## config.mk

```make
export PLATFORM = sky130hd
export DESIGN_NAME = regfile_writeback_queue
export DESIGN_NICKNAME = d
export VERILOG_FILES = /design/src/rtl/regfile_writeback_queue.sv
export SDC_FILE = /design/constraint.sdc
export NUM_CORES = 1
export LEC_CHECK = 0
export BUFFER_PORTS_ARGS = -buffer_cell sky130_fd_sc_hd__buf_2
export CORE_MARGIN = 2
export CORE_UTILIZATION = 60
export CTS_CLUSTER_DIAMETER = 50
export DETAILED_ROUTE_END_ITERATION = 16
export PLACE_DENSITY = 0.83
export REMOVE_ABC_BUFFERS = 1
export SLEW_MARGIN = 15
export SYNTH_ARGS = -nofsm -noshare
export SYNTH_HDL_FRONTEND = slang
export SYNTH_SLANG_ARGS = --single-unit
```

## constraint.sdc

```tcl
create_clock -name CLOCK_50 -period 8.8 [get_ports CLOCK_50]
set_clock_uncertainty 0.15 [all_clocks]
set_input_delay 1.76 -clock CLOCK_50 [delete_from_list [all_inputs] [get_ports CLOCK_50]]
set_output_delay 1.76 -clock CLOCK_50 [all_outputs]
set_load 0.05 [all_outputs]
```

## src/rtl/regfile_writeback_queue.sv

```systemverilog
// regfile_writeback_queue: buffers ALU and load results in a small FIFO and
// drives the register file write port, one write per cycle, with forwarding
// lookups over all pending writes.
// Optional macro WB_BYPASS_EN: when the queue is empty and the register file
// is free, an accepted result goes straight to the write port registers.
module regfile_writeback_queue #(
  parameter int DEPTH  = 4,
  parameter int ADDR_W = 5,
  parameter int DATA_W = 32
) (
  input  logic                     CLOCK_50,
  input  logic                     Rest,
  input  logic                     alu_valid,
  input  logic [ADDR_W-1:0]        alu_addr,
  input  logic [DATA_W-1:0]        alu_data,
  output logic                     alu_ready,
  input  logic                     mem_valid,
  input  logic [ADDR_W-1:0]        mem_addr,
  input  logic [DATA_W-1:0]        mem_data,
  output logic                     mem_ready,
  input  logic                     rf_busy,
  output logic                     write_sig,
  output logic [ADDR_W-1:0]        d_addr,
  output logic [DATA_W-1:0]        writeback_data,
  input  logic [ADDR_W-1:0]        a_addr,
  input  logic [ADDR_W-1:0]        b_addr,
  output logic                     a_fwd_hit,
  output logic [DATA_W-1:0]        a_fwd_data,
  output logic                     b_fwd_hit,
  output logic [DATA_W-1:0]        b_fwd_data,
  output logic [$clog2(DEPTH):0]   count
);

  localparam int PTR_W = $clog2(DEPTH);
  localparam int CNT_W = PTR_W + 1;

  logic [ADDR_W-1:0] q_addr [DEPTH];
  logic [DATA_W-1:0] q_data [DEPTH];
  logic [PTR_W-1:0]  head;
  logic [PTR_W-1:0]  tail;

  logic              full;
  logic              empty;
  logic              take_mem;
  logic              take_alu;
  logic [ADDR_W-1:0] in_addr;
  logic [DATA_W-1:0] in_data;
  logic              live;
  logic              bypass;
  logic              push;
  logic              pop;

  assign full      = (count == CNT_W'(DEPTH));
  assign empty     = (count == '0);
  assign mem_ready = !full;
  assign alu_ready = !full && !mem_valid;

  // Select the accepted offer (loads win) and decide push/pop/bypass.
  always_comb begin
    take_mem = mem_valid && mem_ready;
    take_alu = alu_valid && alu_ready;
    in_addr  = take_mem ? mem_addr : alu_addr;
    in_data  = take_mem ? mem_data : alu_data;
    live     = (take_mem || take_alu) && (in_addr != '0);
    pop      = !empty && !rf_busy;
`ifdef WB_BYPASS_EN
    bypass   = live && empty && !rf_busy;
`else
    bypass   = 1'b0;
`endif
    push     = live && !bypass;
  end

  // Entry storage; contents are only meaningful between head and tail.
  always_ff @(posedge CLOCK_50) begin
    if (push) begin
      q_addr[tail] <= in_addr;
      q_data[tail] <= in_data;
    end
  end

  // Pointers and occupancy.
  always_ff @(posedge CLOCK_50) begin
    if (Rest) begin
      head  <= '0;
      tail  <= '0;
      count <= '0;
    end else begin
      if (push) tail <= tail + PTR_W'(1);
      if (pop)  head <= head + PTR_W'(1);
      case ({push, pop})
        2'b10:   count <= count + CNT_W'(1);
        2'b01:   count <= count - CNT_W'(1);
        default: count <= count;
      endcase
    end
  end

  // Register file write port: pop the head, or take a bypassed offer.
  always_ff @(posedge CLOCK_50) begin
    if (Rest) begin
      write_sig      <= 1'b0;
      d_addr         <= '0;
      writeback_data <= '0;
    end else if (pop) begin
      write_sig      <= 1'b1;
      d_addr         <= q_addr[head];
      writeback_data <= q_data[head];
    end else if (bypass) begin
      write_sig      <= 1'b1;
      d_addr         <= in_addr;
      writeback_data <= in_data;
    end else begin
      write_sig      <= 1'b0;
    end
  end

  // Scan oldest to youngest so the last match (youngest) is what remains.
  function automatic logic [DATA_W:0] lookup(input logic [ADDR_W-1:0] key);
    logic [DATA_W:0]  res;
    logic [PTR_W-1:0] idx;
    res = '0;
    idx = '0;
    if (write_sig && d_addr == key) res = {1'b1, writeback_data};
    for (int unsigned i = 0; i < DEPTH; i++) begin
      idx = head + PTR_W'(i);
      if (CNT_W'(i) < count && q_addr[idx] == key) res = {1'b1, q_data[idx]};
    end
    if (key == '0) res = '0;
    return res;
  endfunction

  // Forwarding lookups for both read ports.
  always_comb begin
    {a_fwd_hit, a_fwd_data} = lookup(a_addr);
    {b_fwd_hit, b_fwd_data} = lookup(b_addr);
  end

endmodule
```

==> key figures <==
Yosys
  – Synth async-reset ratio: 0%
  – Number of flops mapped to enable cells by yosys: 148
  – Number of warnings printed during yosys synthesis: 0
  – Number of distinct standard cells referenced by the synthesized netlist: 44
  – Mapped cell area: 0.0141 mm²
  – Post-synthesis average cell area: 12.1 µm²
  – Post-Syn Instances: 1165
  – Total of flip-flops plus latches after synthesis: 195
  – Sequential-to-total area share from yosys stat: 38.2%
  – Leading register cell type out of synthesis: edfxtp_1

Final layout
  – Count of filler cells inserted in the layout: 1688
  – Fraction of final layout cells with drive strength greater than 1: 40.3%
  – Flip-flop and latch area: 0.00540 mm²
  – Antenna diodes: 0
  – Multi-input gate area: 0.00804 mm²
  – Area added between synthesis and finish: 12.3%
  – Post-layout nets: 1369

Global route
  – Antenna violations before repair: 0
  – Overflow after GRT: 0
  – Global routing usage summed across all routing layers: 34.0%
  – Largest net degree at the start of global routing: 67
  – Vias in the first global route: 11700
  – First-pass GRT wire length: 63.4 mm

Worst setup path
  – Worst-case register-to-register setup slack: 4.26 ns
  – Category of the worst setup path launch point: register
  – Arrival @ worst endpoint: 5.17 ns
  – Critical Path, Cell by Cell: buf_4, mux4_2, xor2_1, nor4_4, buf_4, and2_2, buf_4, a221oi_1, o31ai_1, buf_2
  – Kind of end point of the critical path: output pin
  – CP max-delay cell: dfxtp_2
  – Category of the most critical setup path: register to output pin
  – Delay contributed by the slowest stage of the critical path: 0.68 ns
  – Maximum fanout encountered on the critical timing path: 33
  – Number of cells on the worst reg-to-reg path: 8
  – Beginning of the worst register-to-register path: count[0]$_SDFFE_PP0P_
  – Critical Path Most Common Cell: buf_4
  – Data required time of the critical path: 6.89 ns
  – R2R Path End: q_data[2][2]$_DFFE_PP_

Routing
  – Routed length per placed instance: 26.1 µm
  – Initial DRC count: 1826
  – Number of iterations in the first detailed-routing pass: 6
  – Number of remaining DRC errors: 0
  – Number of nets with antenna violations after routing: 0
  – Total via count in the routed design: 11800
  – Total detailed-routing wirelength: 41.8 mm
  – Via density per instance: 7.35

Clocking
  – Clk_lat worst skew: 0.44 ns
  – Total clock buffers created by CTS: 17
  – Clk slew on worst S/H paths: 0.07 ns
  – Clock sink count: 195
  – H-tree depth reported by CTS: 4
  – Post-CTS resize count: 0
  – CTS tree: built
  – Clk root buf: clkbuf_16
  – Post-CTS setup buffers: 0
  – Post-CTS Hold Fix Bufs: 0
  – Max Root-Sink Buffers: 2

Die
  – Effective utilization at floorplan: 60.6%
  – Total Die Area: 0.0247 mm²
  – Die X: 157 µm
  – Number of standard-cell rows in the floorplan: 56
  – Ports: 198
  – Core Area: 0.0233 mm²
  – Die outline height: 157 µm

Pwr
  – Static leakage: 5.30 nW
  – Cell Pwr Density: 288 mW/mm²
  – IR drop worst, VDD: 177 µV

Run status
  – Run status: finished, final reports clean

STA
  – Worst hold margin: 0.335 ns
  – Number of pins exceeding their max-slew limit in the final report: 0
  – Final-report hold violation count: 0
  – Achievable clock frequency: 141 MHz
  – Final setup violating endpoints: 0
  – Ratio of final minimum period to clock period: 80.5%
  – Slew at the pin closest to its max-slew limit: 1.19 ns
  – Sum of negative setup slack: 0 ns
  – Worst max-slew margin expressed relative to the limit: 20.7%
  – Unrepaired setup endpoints after global routing: false
  – Time the worst path needs with I/O delays and setup: 7.08 ns

Placement
  – Total of buffers placed on input and output ports: 197
  – Final weighted congestion of routability-driven global placement: 0.924
  – HPWL reported at the end of detailed placement: 24.6 mm

Worst hold path
  – Worst min-delay path endpoint: writeback_data[0]$_SDFFE_PP0P_
  – Launch point of the worst hold path: writeback_data[0]$_SDFFE_PP0P_
  – Number of instances on the worst hold path: 2
  – Path category of the worst min-delay check: register to register

Flow run
  – Reported max-cap violation count: 0
==> report_power, final <==
group | internal (mW) | switching, mW | total (mW)
Clock | 0.467 | 0.366 | 0.833
Sequential | 1.21 | 0.262 | 1.47
Combinational | 0.833 | 1.41 | 2.25
Total | 2.51 | 2.04 | 4.55
==> kinds of logic after synthesis <==
kind of cell / synth area share (%)
buf+inv: 5.69
simple gates: 6.80
xor+xnor: 3.42
mux: 27.5
compound gates: 17.7
fa+ha+maj: 0.799
flops: 38.2
==> registers in the layout, summed over array words and instances (netlist names), named ones only <==
register and count:
count 3, q_addr 20, head 2, d_addr 5, writeback_data 32, tail 2
write_sig 1, q_data 128
==> layout by cell type, fill, tap and decap left out, types with 3 or more instances in the layout <==
cell / count
buf_4: 15
clkbuf_16: 18
nor2_4: 5
nand2b_1: 3
a21oi_1: 42
a221oi_2: 29
nor4_1: 3
mux2_2: 38
a211oi_1: 33
nand2_1: 115
a32oi_1: 64
mux4_2: 148
nor3_1: 3
ha_1: 9
xor2_1: 18
inv_8: 3
o31ai_2: 29
o31ai_1: 35
buf_2: 197
clkbuf_8: 3
and2_2: 5
o21ai_0: 3
inv_1: 71
a221oi_1: 35
nand4_1: 5
nor2_1: 78
mux2i_1: 11
edfxtp_1: 148
xnor2_1: 37
dfxtp_1: 43
==> routing by layer <==
layer / share of wire, % / vias up / global-route usage (%)
li1: - / 4866 / -
met1: 34 / 5678 / 43.3
met2: 48 / 1029 / 54.8
met3: 14 / 213 / 9.61
met4: 4.5 / 0 / 15.1
met5: 0 / - / 0
==> critical path, delay by kind of cell (launching register included) <==
family,cells,cell delay (ns)
buf+inv,4,1.89
compound gates,2,0.78
flops,1,0.68
mux,1,0.63
simple gates,2,0.51
xor+xnor,1,0.20
==> cells in the mapped netlist (all sizes together) (6+ instances only) <==
cell	number	area (µm²)
a211oi	33	248
clkbuf	85	319
xor2	18	158
nand2	115	432
dfxtp	47	941
mux2	38	428
o21ai	6	30.0
edfxtp	148	4440
a21oi	42	210
nor2	83	312
a32oi	64	561
ha	9	113
mux4	148	3330
mux2i	11	110
o31ai	64	626
xnor2	37	324
inv	72	270
a221oi	64	742
buf	40	213
==> metrics by stage <==
step	cell area, µm²	utilization (%)	power, mW	setup WS (ns)	std cells
2_1_floorplan	13600	-	3.20	-1.36	1040
3_3_place_gp	15200	65.3	3.61	2.36	1571
3_5_place_dp	15200	65.3	3.68	2.23	1571
4_1_cts	15800	68.0	4.52	1.98	1603
5_1_grt	15800	68.0	4.75	1.74	1603
6_report	15800	68.0	4.55	1.72	1603
==> worst max path at each step <==
stage                           from       endpoint  slack [ns]  depth (start not counted)
6_report                    register  b_fwd_data[1]        1.72                         10
5_1_grt                     register  b_fwd_data[1]        1.74                         10
4_1_cts                     register  b_fwd_data[1]        1.98                         10
3_5_place_dp               b_addr[0]  b_fwd_data[1]        2.23                          8
3_3_place_gp               b_addr[3]  b_fwd_data[1]        2.36                          8
2_1_floorplan  count[1]$_SDFFE_PP0P_  a_fwd_data[0]       -1.36                          7
==> layout make-up <==
class,count,area share [%]
clock inverters,10,0.854
flip-flops and latches,195,34.1
well taps,319,2.52
repair buffers,212,6.94
inverters,72,1.71
clock buffers,22,3.13
multi-input cells,773,50.8
(Power assumes the default switching activity.)
